===== config.mk =====
export PLATFORM = sky130hd
export DESIGN_NAME = mips_cpu_hilo_ctrl
export DESIGN_NICKNAME = d
export VERILOG_FILES = /design/src/rtl/mips_cpu_pkg.sv /design/src/rtl/mips_cpu_div_iter.sv /design/src/rtl/mips_cpu_hilo_ctrl.sv
export SDC_FILE = /design/constraint.sdc
export NUM_CORES = 2
export LEC_CHECK = 0
export BUFFER_PORTS_ARGS = -buffer_cell sky130_fd_sc_hd__buf_4
export CAP_MARGIN = 20
export CORE_ASPECT_RATIO = 0.7
export CORE_UTILIZATION = 55
export DETAILED_ROUTE_END_ITERATION = 6
export PLACE_DENSITY = 0.69
export SYNTH_ARGS = -nofsm -noshare
export SYNTH_HDL_FRONTEND = slang
export SYNTH_SLANG_ARGS = --single-unit
export TNS_END_PERCENT = 5

===== constraint.sdc =====
create_clock -name clk -period 12.4 [get_ports clk]
set_input_delay 1.24 -clock clk [delete_from_list [all_inputs] [get_ports clk]]
set_output_delay 1.24 -clock clk [all_outputs]
set_load 0.005 [all_outputs]

===== src/rtl/mips_cpu_pkg.sv =====
// Shared types and constants for the MIPS core HI/LO multiply/divide unit.
//   hilo_op_t    : operation code presented by decode with start_i
//   hilo_state_t : sequencer state of mips_cpu_hilo_ctrl
//   DIV_ITERS    : restoring-divide iterations (one per quotient bit)
//   MUL_LATENCY_MAX : largest legal multiply latency
package mips_cpu_pkg;

   localparam int unsigned DIV_ITERS       = 32;
   localparam int unsigned MUL_LATENCY_MAX = 8;

   typedef enum logic [2:0] {
      OP_NOP   = 3'd0,
      OP_MULT  = 3'd1,
      OP_MULTU = 3'd2,
      OP_DIV   = 3'd3,
      OP_DIVU  = 3'd4,
      OP_MTHI  = 3'd5,
      OP_MTLO  = 3'd6
   } hilo_op_t;

   typedef enum logic [1:0] {
      ST_IDLE,
      ST_MUL,
      ST_DIV,
      ST_FIX
   } hilo_state_t;

endpackage


===== src/rtl/mips_cpu_div_iter.sv =====
// Radix-2 restoring divider core, unsigned, one quotient bit per step.
//   clk, reset_n  : clock, synchronous active-low reset
//   load_i        : capture dividend/divisor, clear partial remainder
//   step_i        : perform one restoring iteration
//   dividend_i    : unsigned dividend
//   divisor_i     : unsigned divisor (caller guarantees non-zero)
//   quotient_o    : quotient, valid after DATA_W steps
//   remainder_o   : remainder, valid after DATA_W steps
module mips_cpu_div_iter #(
   parameter int unsigned DATA_W = 32
) (
   input  logic              clk,
   input  logic              reset_n,
   input  logic              load_i,
   input  logic              step_i,
   input  logic [DATA_W-1:0] dividend_i,
   input  logic [DATA_W-1:0] divisor_i,
   output logic [DATA_W-1:0] quotient_o,
   output logic [DATA_W-1:0] remainder_o
);

   logic [DATA_W-1:0] r_q;
   logic [DATA_W-1:0] r_rem;
   logic [DATA_W-1:0] r_div;
   logic [DATA_W:0]   w_shift;
   logic [DATA_W:0]   w_diff;

   // r_q starts as the dividend and is shifted out MSB-first while the
   // quotient bits are shifted in at the bottom.
   assign w_shift = {r_rem, r_q[DATA_W-1]};
   assign w_diff  = w_shift - {1'b0, r_div};

   always_ff @(posedge clk) begin
      if (!reset_n) begin
         r_q   <= '0;
         r_rem <= '0;
         r_div <= '0;
      end else if (load_i) begin
         r_q   <= dividend_i;
         r_rem <= '0;
         r_div <= divisor_i;
      end else if (step_i) begin
         if (!w_diff[DATA_W]) begin
            r_rem <= w_diff[DATA_W-1:0];
            r_q   <= {r_q[DATA_W-2:0], 1'b1};
         end else begin
            r_rem <= w_shift[DATA_W-1:0];
            r_q   <= {r_q[DATA_W-2:0], 1'b0};
         end
      end
   end

   assign quotient_o  = r_q;
   assign remainder_o = r_rem;

endmodule


===== src/rtl/mips_cpu_hilo_ctrl.sv =====
// HI/LO owner and multi-cycle multiply/divide sequencer for the MIPS core.
//   clk, reset_n : clock, synchronous active-low reset (aborts any op)
//   start_i/op_i : one-cycle op request, accepted only while idle
//   a_i, b_i     : rs/rt operands (dividend/multiplicand, divisor/multiplier)
//   rd_req_i     : decode holds MFHI/MFLO this cycle
//   busy_o       : operation in flight
//   done_o       : one-cycle pulse, HI/LO already updated
//   stall_o      : pipeline hold for HI/LO access or new op while busy
//   hi_o, lo_o   : architectural HI/LO registers
module mips_cpu_hilo_ctrl
   import mips_cpu_pkg::*;
#(
   parameter int unsigned MUL_LATENCY = 4,
   parameter int unsigned DATA_W      = 32
) (
   input  logic              clk,
   input  logic              reset_n,
   input  logic              start_i,
   input  logic [2:0]        op_i,
   input  logic [DATA_W-1:0] a_i,
   input  logic [DATA_W-1:0] b_i,
   input  logic              rd_req_i,
   output logic              busy_o,
   output logic              done_o,
   output logic              stall_o,
   output logic [DATA_W-1:0] hi_o,
   output logic [DATA_W-1:0] lo_o
);

   localparam int unsigned CNT_W = 6;

   hilo_state_t         r_state, w_state_nxt;
   hilo_op_t            r_op, w_op;
   logic [DATA_W-1:0]   r_a, r_b, r_hi, r_lo;
   logic [CNT_W-1:0]    r_cnt;
   logic                r_done;

   logic                w_accept, w_is_div_in, w_div_load;
   logic [DATA_W-1:0]   w_dvd, w_dvs;
   logic [2*DATA_W-1:0] w_ext_a, w_ext_b, w_prod;
   logic [DATA_W-1:0]   w_q, w_rem, w_q_fix, w_rem_fix;
   logic                w_neg_q, w_neg_r;

   assign w_op        = hilo_op_t'(op_i);
   assign w_accept    = start_i && (r_state == ST_IDLE);
   assign w_is_div_in = (w_op == OP_DIV) || (w_op == OP_DIVU);
   assign w_div_load  = w_accept && w_is_div_in && (b_i != '0);

   // Magnitudes for signed divide; 0x80000000 maps to itself, which is the
   // correct unsigned magnitude.
   assign w_dvd = ((w_op == OP_DIV) && a_i[DATA_W-1]) ? (DATA_W'(0) - a_i) : a_i;
   assign w_dvs = ((w_op == OP_DIV) && b_i[DATA_W-1]) ? (DATA_W'(0) - b_i) : b_i;

   mips_cpu_div_iter #(.DATA_W(DATA_W)) u_div (
      .clk         (clk),
      .reset_n     (reset_n),
      .load_i      (w_div_load),
      .step_i      (r_state == ST_DIV),
      .dividend_i  (w_dvd),
      .divisor_i   (w_dvs),
      .quotient_o  (w_q),
      .remainder_o (w_rem)
   );

   // Low 2*DATA_W bits of the extended product are exact for both signed
   // and unsigned operands.
   assign w_ext_a = (r_op == OP_MULT) ? {{DATA_W{r_a[DATA_W-1]}}, r_a} : {{DATA_W{1'b0}}, r_a};
   assign w_ext_b = (r_op == OP_MULT) ? {{DATA_W{r_b[DATA_W-1]}}, r_b} : {{DATA_W{1'b0}}, r_b};
   assign w_prod  = w_ext_a * w_ext_b;

   assign w_neg_q   = (r_op == OP_DIV) && (r_a[DATA_W-1] ^ r_b[DATA_W-1]);
   assign w_neg_r   = (r_op == OP_DIV) && r_a[DATA_W-1];
   assign w_q_fix   = w_neg_q ? (DATA_W'(0) - w_q)   : w_q;
   assign w_rem_fix = w_neg_r ? (DATA_W'(0) - w_rem) : w_rem;

   always_ff @(posedge clk) begin
      if (!reset_n) r_state <= ST_IDLE;
      else          r_state <= w_state_nxt;
   end

   always_comb begin
      w_state_nxt = r_state;
      case (r_state)
         ST_IDLE: begin
            if (w_accept) begin
               case (w_op)
                  OP_MULT, OP_MULTU: w_state_nxt = ST_MUL;
                  OP_DIV, OP_DIVU:   w_state_nxt = (b_i == '0) ? ST_FIX : ST_DIV;
                  default:           w_state_nxt = ST_IDLE;
               endcase
            end
         end
         ST_MUL:  if (r_cnt == '0) w_state_nxt = ST_IDLE;
         ST_DIV:  if (r_cnt == '0) w_state_nxt = ST_FIX;
         ST_FIX:  w_state_nxt = ST_IDLE;
         default: w_state_nxt = ST_IDLE;
      endcase
   end

   always_ff @(posedge clk) begin
      if (!reset_n) begin
         r_op   <= OP_NOP;
         r_a    <= '0;
         r_b    <= '0;
         r_hi   <= '0;
         r_lo   <= '0;
         r_cnt  <= '0;
         r_done <= 1'b0;
      end else begin
         r_done <= 1'b0;
         if (w_accept) begin
            r_op <= w_op;
            r_a  <= a_i;
            r_b  <= b_i;
            case (w_op)
               OP_MTHI:           r_hi  <= a_i;
               OP_MTLO:           r_lo  <= a_i;
               OP_MULT, OP_MULTU: r_cnt <= CNT_W'(MUL_LATENCY - 1);
               OP_DIV, OP_DIVU:   r_cnt <= CNT_W'(DIV_ITERS - 1);
               default: ;
            endcase
         end
         case (r_state)
            ST_MUL: begin
               if (r_cnt == '0) begin
                  {r_hi, r_lo} <= w_prod;
                  r_done       <= 1'b1;
               end else begin
                  r_cnt <= r_cnt - 1'b1;
               end
            end
            ST_DIV: begin
               if (r_cnt != '0) r_cnt <= r_cnt - 1'b1;
            end
            ST_FIX: begin
               // Zero divisor bypasses the divider entirely.
               if (r_b == '0) begin
                  r_hi <= r_a;
                  r_lo <= '1;
               end else begin
                  r_hi <= w_rem_fix;
                  r_lo <= w_q_fix;
               end
               r_done <= 1'b1;
            end
            default: ;
         endcase
      end
   end

   assign busy_o  = (r_state != ST_IDLE);
   assign done_o  = r_done;
   assign stall_o = busy_o && (rd_req_i || start_i);
   assign hi_o    = r_hi;
   assign lo_o    = r_lo;

endmodule

==> impl_metrics.tcl <==
set metrics [dict create \
    synth.net_count 8943 \
    met3WireLength_um 20400 \
    syn_area_um2 62500 \
    postRouteAntennaNets 0 \
    worst_slew_margin_rel_pct 17.0 \
    totalWireLength_um 198000 \
    std_cell_rows 103 \
    period_share_pct 86.2 \
    final_common_cell "inv_1" \
    fin_skew_ns 0.0229 \
    cp.required_ns 12.80 \
    max-vdd-ir-drop_mv 0.212 \
    rrSetupSlack_ns 1.71 \
    routedWlPerCell_um 23.3 \
    die-area_um2 115000 \
    grt_max_degree 79 \
    synth-seq-cells 236 \
    fin_crit_ns 10.69 \
    synth-edff-count 0 \
    async_reset_ff_share_pct 0 \
    cts-root-buf "clkbuf_16" \
    top_layer_used "met5" \
    worst_slew_pin_slew_ns 1.23 \
    layout.nets 8802 \
    first_global_vias 50433 \
    final_cell_mix "inv_1 (1585), fa_1 (1420), nand2_1 (988)" \
    overflow 0 \
    tritoncts "built" \
    setup_viol 0 \
    critical_path.max_fanout 29 \
    crit_top_cell "fa_1" \
    max-cap-violations 0 \
    clock_latency_ns 0.56 \
    yosys-top-cells-area "fa_1 (45%), inv_1 (9.5%), dfxtp_1 (7.6%), ha_1 (7.0%), nand2_1 (5.9%)" \
    drtIter0Drc 4811 \
    cts.sinks 236 \
    grt_util_all_layers_pct 35.5 \
    hp-class "reg2reg" \
    startpoint_type "flip-flop" \
    final_layout_size_suffix_gt1_share_pct 5.39 \
    drt-pass1-iter-count 7 \
    cts_hold_buf 0 \
    netlist.top_cell.by_area "fa_1" \
    die_h_um 284 \
    drc 6 \
    regToRegEndpoint "hi_o[26]" \
    post_cts_buffers 0 \
    met1_length_um 85100 \
    cp.arrival_ns 11.09 \
    syn_avg_cell_area_um2 8.81 \
    start_util_pct 55.4 \
    p_leak_nw 33.0 \
    whs_path_depth 2 \
    htreeDepth 1 \
    rsz0062_at_grt "false" \
    die_x_um 405 \
    outcome "complete, but fails checks" \
    clock.fmax_mhz 93.5 \
    synth_ff_type "dfxtp_1" \
    worst_path_max_delay_cell "fa_1" \
    antenna_found_initial 7 \
    areaGrowthSynthToFinish_pct 5.15 \
    cpPeakStageDelay_ns 0.89 \
    reg2reg_depth 30 \
    critical_path_class "reg2reg" \
    io_pins 138 \
    via_per_inst 5.75 \
    violations "design-rule violations" \
    core_um2 113000 \
    hold_end "u_div.r_div[28]" \
    power_density_nw_per_um2 117 \
    port_buffers 137 \
    hold_viol_final 0 \
    path_clk_slew_ns 0.07 \
    route.met2.wl_um 85800 \
    yosysTopAreaCellShare_pct 45.5 \
    r2r-start "r_op[2]" \
    vias 48863 \
    tns_ns 0 \
    total_power_mw 7.70 \
    synth_cell_types 92 \
    cts_buffer_depth 3 \
    holdCritStartpoint "u_div.r_div[28]" \
    yosysWarnings 0 \
    ys_seq_area_share_pct 7.56 \
    syn_inst 7101 \
    place.gp.congestion 0.988 \
    numCtsBuffers 25 \
    crit_path_start "r_op[2]" \
    grt_pass1_wl_um 308000 \
    maxSlewViolCount 0 \
    dp_hpwl_um 161000 \
    cts-resized-gates 0 \
    crit_path_end_kind "flip-flop" \
]
## sequential cells by signal, summed over array words and instances (netlist names)
| register | flops |
|---|---|
| r_cnt | 6 |
| hi_o | 32 |
| r_state | 2 |
| r_op | 3 |
| r_a | 32 |
| u_div.remainder_o | 32 |
| r_b | 32 |
| done_o | 1 |
| lo_o | 32 |
| u_div.r_div | 32 |
| u_div.quotient_o | 32 |
## critical path: cells and delay by family, from the launching register on
family,cells,cell delay [ns]
AO/OA/AOI/OAI,7,1.81
AND/OR/NAND/NOR,5,0.95
flip-flops,1,0.33
buffers and inverters,7,1.37
adder cells (fa/ha/maj),11,6.03
## per-layer routing
| metal | track usage [%] | vias to the layer above |
|---|---|---|
| met1 | 52.7 | 24927 |
| met4 | 10.6 | 8 |
| met2 | 52.3 | 2535 |
| met3 | 7.12 | 345 |
| met5 | 0 | - |
| li1 | - | 21048 |
## layout make-up
class / instances / area, um^2
flip-flops and latches: 236 / 4730
inverters: 1588 / 5970
repair buffers: 246 / 1890
clock inverters: 14 / 233
fillers: 10039 / 47000
clock buffers: 31 / 708
multi-input cells: 4863 / 50300
diodes: 2 / 5.00
well taps: 1522 / 1900
## through the flow
stage	instances	setup WS [ns]	hold slack (ns)	util (%)	cell area, um^2
floorplan	7101	3.10	0.432	-	62500
global placement	8454	1.99	0.441	57.4	64800
detailed placement	8455	1.88	0.448	57.5	64800
CTS	8500	1.85	0.455	58.3	65700
global route	8500	1.30	0.472	58.3	65700
finish	8502	1.71	0.451	58.3	65700
## cells in the mapped netlist (19+ instances only)
| cell type | n |
|---|---|
| inv_1 | 1585 |
| fa_1 | 1420 |
| nand2_1 | 991 |
| and2_1 | 414 |
| clkbuf_1 | 374 |
| ha_1 | 351 |
| a21oi_1 | 314 |
| nor2_1 | 239 |
| dfxtp_1 | 236 |
| xnor2_1 | 158 |
| o21ai_0 | 134 |
| xor2_1 | 92 |
| a211oi_1 | 83 |
| mux2i_1 | 82 |
| a21o_1 | 64 |
| nor3_1 | 47 |
| and3_1 | 40 |
| nand3_1 | 34 |
| a31oi_1 | 31 |
| nand2b_1 | 28 |
| nor4_1 | 25 |
| o211ai_1 | 20 |
| nand4_1 | 19 |
| o22ai_1 | 19 |
## report_power, final
part,switching [mW],internal [mW],total [mW]
clock,0.356,0.530,0.886
sequential,0.271,0.891,1.16
combinational,3.67,1.98,5.65
## cells by family after synthesis
group,Yosys count,share of synthesized area [%]
fa+ha+maj,1775,52.6
flops,236,7.56
mux,93,1.52
buf+inv,2002,12.1
xor+xnor,250,3.50
compound gates,829,8.50
simple gates,1916,14.3
## how the worst max path moves through the flow
| stage | end | slack [ns] | depth (start not counted) |
|---|---|---|---|
| after CTS | hi_o[26] | 1.85 | 30 |
| after global placement | hi_o[26] | 1.99 | 32 |
| final | hi_o[26] | 1.71 | 30 |
| after detailed placement | hi_o[26] | 1.88 | 30 |
| after floorplan | hi_o[26] | 3.10 | 31 |
| after global routing | hi_o[26] | 1.30 | 32 |
No activity file was read; power rests on OpenSTA's default activity.
